--- src/rtl/instruction_fetch_pkg.sv ---
// Shared widths and FSM state type for the SRM instruction fetch unit.
package srm_fetch_pkg;
  localparam int PC_W    = 9;
  localparam int INSTR_W = 16;

  typedef enum logic [1:0] {
    IDLE = 2'd0,
    READ = 2'd1,
    DONE = 2'd2
  } fetch_state_t;
endpackage

--- src/rtl/instruction_fetch_if.sv ---
// Instruction memory read port: the fetch unit is the master, the memory the slave.
interface instruction_fetch_if;
  import srm_fetch_pkg::*;
  logic [PC_W-1:0]    mem_addr;
  logic               mem_rd;
  logic [INSTR_W-1:0] mem_rdata;
  logic               mem_ready;

  modport master (output mem_addr, output mem_rd, input mem_rdata, input mem_ready);
  modport slave  (input mem_addr, input mem_rd, output mem_rdata, output mem_ready);
endinterface

--- src/rtl/instruction_fetch_watchdog.sv ---
// Fetch timeout counter; instantiated only when FETCH_WATCHDOG_EN is defined.
module fetch_watchdog #(
  parameter int TIMEOUT_CYCLES = 15
) (
  input  logic clk,
  input  logic reset,
  input  logic clear,
  input  logic count_en,
  output logic expired
);
  logic [7:0] cnt;

  always_ff @(posedge clk or posedge reset) begin
    if (reset)         cnt <= '0;
    else if (clear)    cnt <= '0;
    else if (count_en) cnt <= cnt + 8'd1;
  end

  // Fires on the edge that closes the TIMEOUT_CYCLES-th stalled READ cycle.
  assign expired = count_en && (cnt == 8'(TIMEOUT_CYCLES - 1));
endmodule

--- src/rtl/instruction_fetch.sv ---
// PC register and instruction fetch FSM for the Simple RISC Machine.
// Optional fetch timeout compiled in with `define FETCH_WATCHDOG_EN.
module instruction_fetch
  import srm_fetch_pkg::*;
#(
  parameter logic [PC_W-1:0] RESET_PC       = 9'h000,
  parameter int              TIMEOUT_CYCLES = 15
) (
  input  logic                 clk,
  input  logic                 reset,
  input  logic [PC_W-1:0]      next_pc,
  input  logic                 load_pc,
  input  logic                 fetch_req,
  instruction_fetch_if.master  mem,
  output logic [PC_W-1:0]      pc,
  output logic [INSTR_W-1:0]   IR,
  output logic                 ir_valid,
  output logic                 busy,
  output logic                 fetch_err
);
  fetch_state_t    state;
  logic [PC_W-1:0] addr_q;
  logic            accept;

  if (TIMEOUT_CYCLES < 1 || TIMEOUT_CYCLES > 255) begin : g_bad_timeout
    $error("TIMEOUT_CYCLES must be within 1..255");
  end

  assign accept       = fetch_req && (state == IDLE || state == DONE);
  assign busy         = (state == READ);
  assign ir_valid     = (state == DONE);
  assign mem.mem_rd   = (state == READ);
  assign mem.mem_addr = addr_q;

`ifdef FETCH_WATCHDOG_EN
  logic wd_expired;

  fetch_watchdog #(.TIMEOUT_CYCLES(TIMEOUT_CYCLES)) u_wd (
    .clk      (clk),
    .reset    (reset),
    .clear    (accept),
    .count_en (state == READ && !mem.mem_ready),
    .expired  (wd_expired)
  );
`else
  assign fetch_err = 1'b0;
`endif

  always_ff @(posedge clk or posedge reset) begin
    if (reset) begin
      state  <= IDLE;
      pc     <= RESET_PC;
      addr_q <= RESET_PC;
      IR     <= '0;
`ifdef FETCH_WATCHDOG_EN
      fetch_err <= 1'b0;
`endif
    end else begin
      case (state)
        IDLE, DONE: begin
          if (load_pc) pc <= next_pc;
          if (accept) begin
            state  <= READ;
            // A same-edge PC load redirects the fetch to the new PC.
            addr_q <= load_pc ? next_pc : pc;
`ifdef FETCH_WATCHDOG_EN
            fetch_err <= 1'b0;
`endif
          end else begin
            state <= IDLE;
          end
        end
        READ: begin
          if (mem.mem_ready) begin
            IR    <= mem.mem_rdata;
            state <= DONE;
          end
`ifdef FETCH_WATCHDOG_EN
          else if (wd_expired) begin
            state     <= IDLE;
            fetch_err <= 1'b1;
          end
`endif
        end
        default: state <= IDLE;
      endcase
    end
  end
endmodule
--- src/flat_wrapper.sv ---
// flat-port wrapper written by rule: the top's interface ports become plain ports
module instruction_fetch_flat import srm_fetch_pkg::*;
#(
  parameter logic [PC_W-1:0] RESET_PC       = 9'h000,
  parameter int              TIMEOUT_CYCLES = 15
)
  (clk, reset, next_pc, load_pc, fetch_req, pc, IR, ir_valid, busy, fetch_err, mem_mem_addr, mem_mem_rd, mem_mem_rdata, mem_mem_ready);
  instruction_fetch_if mem_i ();
  input  logic clk;
  input  logic reset;
  input  logic [PC_W-1:0] next_pc;
  input  logic load_pc;
  input  logic fetch_req;
  output logic [PC_W-1:0] pc;
  output logic [INSTR_W-1:0] IR;
  output logic ir_valid;
  output logic busy;
  output logic fetch_err;
  output wire logic [$bits(mem_i.mem_addr)-1:0] mem_mem_addr;
  output wire logic [$bits(mem_i.mem_rd)-1:0] mem_mem_rd;
  input wire logic [$bits(mem_i.mem_rdata)-1:0] mem_mem_rdata;
  input wire logic [$bits(mem_i.mem_ready)-1:0] mem_mem_ready;
  assign mem_mem_addr = mem_i.mem_addr;
  assign mem_mem_rd = mem_i.mem_rd;
  assign mem_i.mem_rdata = mem_mem_rdata;
  assign mem_i.mem_ready = mem_mem_ready;
  instruction_fetch #(.RESET_PC(RESET_PC), .TIMEOUT_CYCLES(TIMEOUT_CYCLES)) u_core (.clk(clk), .reset(reset), .next_pc(next_pc), .load_pc(load_pc), .fetch_req(fetch_req), .mem(mem_i), .pc(pc), .IR(IR), .ir_valid(ir_valid), .busy(busy), .fetch_err(fetch_err));
endmodule
--- config.mk ---
export PLATFORM = sky130hd
export DESIGN_NAME = instruction_fetch_flat
export DESIGN_NICKNAME = d
export VERILOG_FILES = /design/src/rtl/instruction_fetch_pkg.sv /design/src/rtl/instruction_fetch_if.sv /design/src/rtl/instruction_fetch_watchdog.sv /design/src/rtl/instruction_fetch.sv /design/src/flat_wrapper.sv
export SDC_FILE = /design/constraint.sdc
export NUM_CORES = 1
export LEC_CHECK = 0
export ABC_AREA = 1
export BUFFER_PORTS_ARGS = -buffer_cell sky130_fd_sc_hd__buf_2
export CAP_MARGIN = 10
export CORE_ASPECT_RATIO = 2
export CORE_MARGIN = 2
export CORE_UTILIZATION = 50
export CTS_CLUSTER_DIAMETER = 100
export DETAILED_ROUTE_END_ITERATION = 8
export PLACE_DENSITY = 0.94
export SLEW_MARGIN = 10
export SYNTH_ARGS = -nofsm -noshare
export SYNTH_HDL_FRONTEND = slang
export SYNTH_SLANG_ARGS = --single-unit
--- constraint.sdc ---
create_clock -name clk -period 3.1 [get_ports clk]
set_clock_uncertainty 0.05 [all_clocks]
set_input_delay 0.775 -clock clk [delete_from_list [all_inputs] [get_ports clk]]
set_output_delay 0.775 -clock clk [all_outputs]
set_load 0.01 [all_outputs]
After elaboration in Yosys (flattened, before gate mapping)
Cells that the tools add are included.
{"block": "classes", "eq_ne": 3, "muxes": 4, "n_reduce_logical": 6}
{"cell": "9-bit two-way mux", "count": 1}
{"cell": "2-bit one-hot mux with 2 select lines", "count": 1}
{"cell": "2-bit AND reduction", "count": 2}
{"cell": "2-bit by 1-bit == test with 1-bit output, second input constant", "count": 1}
{"cell": "2-bit == test, second input constant", "count": 1}
{"cell": "2-bit zero test", "count": 1}
{"cell": "2-bit two-way mux", "count": 1}
{"cell": "2-bit by 1-bit != test with 1-bit output, second input constant", "count": 1}
{"cell": "2-bit OR reduction", "count": 1}
{"cell": "1-bit logical AND", "count": 1}
{"cell": "1-bit logical OR", "count": 1}
{"cell": "1-bit two-way mux", "count": 1}
{"block": "word_totals", "register_bits": 36, "wordCells": 17}

Depth between registers and ports, before layout
Gate-level depths: netlist of the first run.
{"block": "logic_depth", "depth_word": 5, "depth_mapped": 6, "ltp_nobuf": 5}

Worst setup path after synthesis of the first run
OpenSTA, ideal clock, no wires.
{"block": "synth_timing", "kind": "register -> output", "from": "register u_core.state[0]", "to": "output port ir_valid", "t_arrival_ps": 860, "slack_ps": 1415, "stages_incl_launch_ff": 4, "n_path_buf": 2, "cell_sequence": "dfrtp_1 > buf_6 > buf_2 > nor2_1"}
{"block": "synth_via", "elab_chain_cells": 1}
{"item": "start, declared", "line": "instruction_fetch.sv:21", "rtl": "fetch_state_t state;"}
{"item": "start signal, assigned", "line": "instruction_fetch.sv:51", "rtl": "state <= IDLE;"}
{"item": "start signal, assigned", "line": "instruction_fetch.sv:63", "rtl": "state <= READ;"}
{"item": "start signal, assigned", "line": "instruction_fetch.sv:70", "rtl": "state <= IDLE;"}
{"item": "2-bit == test", "line": "instruction_fetch.sv:31", "rtl": "assign ir_valid = (state == DONE);"}
{"item": "end, declared", "line": "flat_wrapper.sv:16", "rtl": "output logic ir_valid;"}
Every way passes these cells.

Worst setup path after layout of the first run
Same ends and word-level chain as after synthesis.

==> impl_metrics.tcl, run 1 <==
set metrics [dict create \
    synth_top_cells_by_area "dfrtp_1 57%, nand2_1 28%, nand4_1 6.4%, buf_4 2.4%, buf_6 1.4%" \
    drt_iter0_drc 27 \
    dpl_cell_area_um2 1872 \
    crit_required_ps 2270 \
    wl_per_cell_um 13.95 \
    switching_power_uw 531.2 \
    startpoint_type "flip-flop" \
    dp_hpwl_um 2910 \
    final.setup.tns_ps 0 \
    vias_per_cell 5.088 \
    holdBufCountCts 0 \
    synth.largest_area_cell "dfrtp_1" \
    drv_slew 0 \
    grt_usage_pct 23.86 \
    max-cap-violations 0 \
    fin_crit_ps 2115 \
    dp_cells 276 \
    worstSetupStartpoint "u_core.state[0]$_DFFE_PP0P_" \
    start_util_pct 52.69 \
    power_leakage_nw 1.204 \
    cp.arrival_ps 1290 \
    dr.pass1.iters 4 \
    overflow 0 \
    power_frac_clock_pct 22.8 \
    critical_path.endpoint "ir_valid" \
    rsz0062_at_grt "false" \
    io_pins 68 \
    netlist_instances 189 \
    die_x_um 43.61 \
    grt_pass1_vias 1439 \
    gp_congestion 0.8232 \
    final_util_pct 65.88 \
    powerDensity_nw_per_um2 762.3 \
    antenna_cells 0 \
    io_buffers 66 \
    drtAntennaViolNets 0 \
    wirelength_um 3961 \
    outcome "completed" \
    r2r_end "u_core.mem.mem_addr[5]$_DFFE_PP0P_" \
    synth_top_area_share_pct 57.42 \
    hold_ws_ps 420.5 \
    cts.sinks 36 \
    syn_area_per_cell_um2 8.302 \
    fin_cells 284 \
    clk_latency_ps 290 \
    crit_type "flip-flop to output port" \
    die_h_um 83.22 \
    cp_slowest_cell "dfrtp_1" \
    seqPwrFrac_pct 46.2 \
    crit_path_end_kind "output port" \
    ys_seq_area_share_pct 57.42 \
    vdd_drop_max_mv 0.5249 \
    combPwrFrac_pct 31.0 \
    yosysWarnings 0 \
    max_stage_delay_ps 450 \
    syn_nets 219 \
    hold_violations 0 \
    hold_path_class "flip-flop to flip-flop" \
    worstPathMaxFanout 23 \
    fmax_mhz 472.9 \
    setup_viol 0 \
    min_period_over_period_pct 68.22 \
    rr_worst_depth 6 \
    grt_pass1_wl_um 6582 \
    clockBufferDepth 2 \
    root_buffer "clkbuf_8" \
    p_int_uw 964.3 \
    cts_tree "yes" \
    netlist_area_um2 1569 \
    yosysUniqueCellTypes 12 \
    drive_above_1_share_pct 31.10 \
    vias 1445 \
    ctsResizeCount 0 \
    netSwitchingFraction_pct 35.52 \
    grt_antenna_before_repair 0 \
    path_cells "buf_4 -> nor2_1 -> buf_2" \
    r2r-start "u_core.state[0]$_DFFE_PP0P_" \
    cts-buffers-inserted 5 \
    design_area_um2 1962 \
    htree_levels 2 \
    drcViolationCount 0 \
    row_count 28 \
    postCtsSetupRepairBufs 0 \
    clk_pin_slew_ps 70 \
    nNetsFinal 283 \
    core_um2 2978 \
    synth-seq-cells 36 \
    syn_to_final_growth_pct 25.04 \
    grt_max_degree 37 \
    dieArea_um2 3629 \
    hp-start "u_core.IR[12]$_DFFE_PP0P_" \
    reg2reg_slack_ps 1430 \
]
cells in the final DEF (no fill, tap or decap):
cell,count
nand2_1,115
buf_2,66
dfrtp_1,36
nand4_1,16
clkbuf_8,6
inv_2,4
inv_1,3
clkbuf_1,2
buf_4,2
nand3_4,1
nor2_1,1
o21ai_0,1
conb_1,1
cells in the mapped netlist, drive strengths merged:
master	instances
o21ai	1
conb	1
nand4	16
dfrtp	36
buf	11
nor2	1
inv	7
nand3	1
nand2	115
worst min-delay path by stage:
stage          cells past startpoint  slack, ps                                 end
3_3_place_gp                       2        400            u_core.IR[5]$_DFFE_PP0P_
3_5_place_dp                       2        410           u_core.IR[12]$_DFFE_PP0P_
2_1_floorplan                      2        460            u_core.IR[0]$_DFFE_PP0P_
5_1_grt                            2        450  u_core.mem.mem_addr[0]$_DFFE_PP0P_
6_report                           2        420           u_core.IR[12]$_DFFE_PP0P_
4_1_cts                            2        420            u_core.IR[5]$_DFFE_PP0P_
cell type report:
class,count,area [um^2]
clock buffers,8,90.09
repair buffers,68,345.3
flip-flops and latches,36,900.9
fillers,250,1016
multi-input cells,135,561.8
well taps,30,37.54
inverters,7,26.28
sequential cells by signal, indices dropped and copies added (netlist names):
name / count
u_core.IR: 16
u_core.mem.mem_addr: 9
u_core.pc: 9
u_core.state: 2
power groups by stage:
stage               registers, mW  logic [mW]  clock network (mW)
CTS                         0.690       0.471               0.343
floorplan                   0.751       0.208                   0
detailed placement          0.695       0.469                   0
global route                0.707       0.522               0.360
finish                      0.691       0.464               0.341
global placement            0.689       0.448                   0
worst max-delay path: cells and delay by family (launching register included):
family / cells / cell delay [ps]
AND/OR/NAND/NOR: 1 / 90
buffers and inverters: 2 / 460
flip-flops: 1 / 450
through the flow:
step	power [mW]	worst slack (ps)
2_1_floorplan	0.9589	1415
3_3_place_gp	1.137	1333
3_5_place_dp	1.164	1316
4_1_cts	1.504	997.4
5_1_grt	1.589	908.0
6_report	1.495	985.3
cells by family (layout without fill, tap and decap cells):
group,Yosys count,after routing,share of synthesized area (%)
other,1,1,0.2390
DFF,36,36,57.42
AOI/OAI and AO/OA,1,1,0.3187
buffers and inverters,18,83,6.778
and+or+nand+nor,133,133,35.25
layer usage:
metal / track usage (%) / part of all wire [%] / vias up
li1: - / - / 714
met1: 26.06 / 37 / 677
met2: 42.11 / 56 / 48
met3: 6.304 / 5.7 / 6
met4: 8.264 / 1.8 / 0
met5: 0 / 0 / -
No activity file was read; power rests on OpenSTA's default activity.
==> inputs of run 2 (changes only) <==
ABC_AREA = 0   (was 1)
CORE_UTILIZATION = 41   (was 50)
PLACE_DENSITY = 0.84   (was 0.94)
clock period = 1.8 ns   (was 3.1 ns; I/O delays follow)
==> impl_metrics.tcl, run 2 <==
set metrics [dict create \
    yosysUniqueCellTypes 9 \
    power_leakage_nw 0.9885 \
    most-common-layout-cells "66 x buf_2, 43 x mux2_2, 36 x dfrtp_1, 6 x clkbuf_8, 5 x buf_4" \
    syn_area_per_cell_um2 15.69 \
    gp_congestion 0.6836 \
    synth-seq-cells 36 \
    synth_common_cells "43 x mux2_2, 36 x dfrtp_1, 4 x nor2b_1" \
    wl_per_cell_um 13.73 \
    ys_seq_area_share_pct 60.45 \
    fin_crit_ps 1652 \
    ctsResizeCount 0 \
    die_x_um 46.63 \
    synth_edf_count 0 \
    worstPathMaxFanout 5 \
    dpl_cell_area_um2 1882 \
    grt_pass1_wl_um 4988 \
    fmax_mhz 605.3 \
    vdd_drop_max_mv 0.6781 \
    dp_hpwl_um 2357 \
    clockBufferDepth 2 \
    syn_to_final_growth_pct 32.49 \
    drcViolationCount 0 \
    powerDensity_nw_per_um2 1331 \
    overflow 0 \
    regMostFlops "u_core.IR" \
    synth.largest_area_cell "dfrtp_1" \
    max-cap-violations 0 \
    drtAntennaViolNets 0 \
    vias 1008 \
    register_area_um2 900.9 \
    die_h_um 89.26 \
    htree_levels 2 \
    dr.pass1.iters 2 \
    cts-buffers-inserted 5 \
    cp.arrival_ps 1150 \
    multi_input_area_um2 540.5 \
    final_common_cell "buf_2" \
    grt_usage_pct 16.91 \
    root_buffer "clkbuf_8" \
    final.setup.tns_ps 0 \
    core_um2 3568 \
    dieArea_um2 4162 \
    largest_register_ffs 16 \
    n_fill_cell 323 \
    syn_nets 125 \
    hold_path_class "input port to async pin" \
    grt_max_degree 37 \
    postCtsSetupRepairBufs 0 \
    drv_slew 0 \
    netlist_area_um2 1490 \
    async_flop_share_pct 100.0 \
    vias_per_cell 4.645 \
    drt_iter0_drc 3 \
    drive_above_1_share_pct 73.21 \
    clk_latency_ps 280 \
    final_util_pct 55.33 \
    startpoint_type "flip-flop" \
    crit_required_ps 1300 \
    io_buffers 66 \
    design_area_um2 1974 \
    nNetsFinal 197 \
    grt_antenna_before_repair 0 \
    crit_type "flip-flop to output port" \
    min_period_over_period_pct 91.78 \
    rr_worst_depth 3 \
    setup_viol 0 \
    synth_ff_type "dfrtp_1" \
    hold_violations 0 \
    yosysWarnings 0 \
    crit_path_end_kind "output port" \
    rsz0062_at_grt "false" \
    cts_tree "yes" \
    holdBufCountCts 0 \
    start_util_pct 41.76 \
    synth_top_area_share_pct 60.45 \
    grt_pass1_vias 1096 \
    yosysMostFrequentCell "mux2_2" \
    clk_pin_slew_ps 70 \
    wirelength_um 2980 \
    cts.sinks 36 \
    netlist_instances 95 \
    antenna_cells 0 \
    synth_top_cells_by_area "dfrtp_1 60%, mux2_2 32%, nor2b_1 1.7%, buf_4 1.5%, nand3b_4 1.3%" \
    outcome "completed" \
    io_pins 68 \
    reg2reg_slack_ps 460 \
    row_count 31 \
]
==> run 2: cell count changes after synthesis, sizes merged, moves of 4 or more <==
cell / before / now
inv: 7 / 3
mux2: 0 / 43
nor2b: 0 / 4
nand2: 115 / 0
buf: 11 / 6
nand4: 16 / 0
==> run 2: path summary, 6_finish.rpt <==
kind | start | endpoint
max | u_core.state[0]$_DFFE_PP0P_ | busy
min in group clk | mem_mem_rdata[15] | u_core.IR[15]$_DFFE_PP0P_
max in group asynchronous | reset | u_core.pc[0]$_DFFE_PP0P_
max reg2reg | u_core.state[0]$_DFFE_PP0P_ | u_core.mem.mem_addr[0]$_DFFE_PP0P_
min | reset | u_core.IR[6]$_DFFE_PP0P_
min reg2reg | u_core.IR[4]$_DFFE_PP0P_ | u_core.IR[4]$_DFFE_PP0P_
==> run 2: critical path, stage by stage, from the launching register on <==
cell and delay (ps):
dfrtp_1 450, nor2b_1 240, buf_2 170
==> run 2: power by group <==
group	internal, mW	total, mW	switching (mW)
sequential	1.07	1.21	0.139
clock	0.305	0.578	0.273
combinational	0.460	0.841	0.381
==> run 2: cell type report <==
cell class | count | share of cell area [%]
flip-flops and latches | 36 | 45.63
multi-input cells | 50 | 27.38
repair buffers | 71 | 18.63
clock buffers | 6 | 4.183
well taps | 49 | 3.105
inverters | 3 | 0.5703
clock inverters | 2 | 0.5070
==> run 2: logic make-up after synthesis <==
group	after synthesis	synth area share [%]
DFF	36	60.45
muxes	43	32.49
other	1	0.2516
AOI/OAI and AO/OA	1	0.5040
buffers and inverters	9	3.274
and+or+nand+nor	5	3.022
==> run 2: layer usage <==
layer	vias up	wire length [um]	GRT usage, %
li1	463	-	-
met1	490	997	17.91
met2	49	1653	29.29
met3	6	274	6.061
met4	0	55	6.818
met5	-	0	0
==> run 2: metrics by stage <==
step           hold WS, ps  worst slack, ps  std cells  power (mW)
6_report             204.3            148.0        217       2.628
4_1_cts              206.9            115.1        217       2.676
3_5_place_dp         438.0            234.3        209       2.085
3_3_place_gp         433.0            269.2        209       2.034
5_1_grt              258.0            61.01        217       2.791
2_1_floorplan        500.0            383.1         95       1.697
==> inputs of run 3 (changes only) <==
CORE_UTILIZATION = 49   (was 41)
PLACE_DENSITY = 0.93   (was 0.84)
clock period = 1.9 ns   (was 1.8 ns; I/O delays follow)
==> impl_metrics.tcl, run 3 (synthesized netlist as in run 2, its figures left out) <==
set metrics [dict create \
    largest_register_ffs 16 \
    start_util_pct 50.64 \
    row_count 28 \
    grt_antenna_before_repair 0 \
    die_x_um 43.00 \
    htree_levels 2 \
    io_pins 68 \
    max_stage_delay_ps 450 \
    rr_worst_depth 3 \
    worstPathMaxFanout 5 \
    crit_required_ps 1370 \
    fin_cells 196 \
    drive_above_1_share_pct 72.89 \
    cts_tree "yes" \
    path_cells "nor2b_1 -> buf_2" \
    dr.pass1.iters 6 \
    root_buffer "clkbuf_8" \
    wl_per_cell_um 16.95 \
    syn_to_final_growth_pct 30.65 \
    fin_crit_ps 1744 \
    dieArea_um2 3525 \
    final.setup.tns_ps 0 \
    fmax_mhz 573.3 \
    ctsResizeCount 0 \
    final_common_cell "buf_2" \
    powerDensity_nw_per_um2 1306 \
    crit_type "flip-flop to output port" \
    core_um2 2943 \
    overflow 0 \
    wirelength_um 3322 \
    grt_pass1_vias 1155 \
    clockBufferDepth 2 \
    drcViolationCount 0 \
    cp_slowest_cell "dfrtp_1" \
    grt_usage_pct 20.56 \
    power_leakage_nw 0.9828 \
    grt_pass1_wl_um 5278 \
    setup_viol 0 \
    vias 1014 \
    cts.sinks 36 \
    postCtsSetupRepairBufs 0 \
    outcome "completed" \
    drv_slew 0 \
    startpoint_type "flip-flop" \
    io_buffers 66 \
    crit_path_end_kind "output port" \
    dp_cells 189 \
    nNetsFinal 196 \
    final_util_pct 66.16 \
    die_h_um 81.99 \
    antenna_cells 0 \
    drt_iter0_drc 15 \
    vias_per_cell 5.173 \
    min_period_over_period_pct 91.81 \
    rsz0062_at_grt "false" \
    drtAntennaViolNets 0 \
    n_fill_cell 237 \
    vdd_drop_max_mv 0.8894 \
    clk_latency_ps 290 \
    grt_max_degree 37 \
    cts-buffers-inserted 5 \
    clk_pin_slew_ps 70 \
    holdBufCountCts 0 \
    most-common-layout-cells "66 x buf_2, 43 x mux2_2, 36 x dfrtp_1, 7 x clkbuf_8" \
    gp_congestion 0.6448 \
    finalPower_mw 2.542 \
    cp.arrival_ps 1220 \
    max-cap-violations 0 \
    dp_hpwl_um 2559 \
    regMostFlops "u_core.IR" \
    hold_violations 0 \
    hold_path_class "input port to async pin" \
]
==> run 3: changes by cell type in the layout (fill, tap and decap cells not counted), sizes merged <==
| cell | change |
|---|---|
| clkbuf | +1 |
| clkinv | -2 |
| buf | -1 |
==> run 3: path summary, 6_finish.rpt <==
kind | start | end | slack (ps)
setup / recovery | u_core.state[0]$_DFFE_PP0P_ | busy | 160
hold reg to reg | u_core.IR[6]$_DFFE_PP0P_ | u_core.IR[6]$_DFFE_PP0P_ | 460
setup reg to reg | u_core.state[0]$_DFFE_PP0P_ | u_core.mem.mem_addr[8]$_DFFE_PP0P_ | 590
hold / removal | reset | u_core.mem.mem_addr[8]$_DFFE_PP0P_ | 220
max in group asynchronous | reset | u_core.pc[4]$_DFFE_PP0P_ | 1260
min in group clk | mem_mem_rdata[7] | u_core.IR[7]$_DFFE_PP0P_ | 370
==> run 3: through the flow <==
stage	setup WS, ps	cell area (um^2)	hold slack, ps
floorplan	458.1	1490	500.0
detailed placement	307.3	1851	441.8
global route	86.62	1947	270.2
finish	155.6	1947	220.6
CTS	153.2	1947	237.4
global placement	361.3	1851	434.7
==> run 3: worst max-delay path: cells and delay by family, from the launching register on <==
kind / cells / cell delay, ps
buffers and inverters: 1 / 190
DFF: 1 / 450
and+or+nand+nor: 1 / 300
==> run 3: layout make-up <==
type	count	area [um^2]	area share, %
Multi-Input combinational cell	50	540.5	27.76
Sequential cell	36	900.9	46.27
Timing Repair Buffer	70	360.3	18.51
Inverter	3	11.26	0.5784
Clock buffer	7	96.34	4.949
Tap cell	30	37.54	1.928
==> run 3: layer usage <==
layer	vias to the layer above	global-route usage [%]	part of all wire [%]
met5	-	0	0
met3	8	5.495	7.4
met2	50	38.79	60
li1	464	-	-
met4	0	9.394	2.5
met1	492	20.18	30
==> run 3: report_power, final <==
group	total [mW]	internal, mW	switching (mW)
sequential	1.16	1.01	0.146
combinational	0.804	0.434	0.371
clock	0.577	0.323	0.255
total	2.54	1.77	0.772
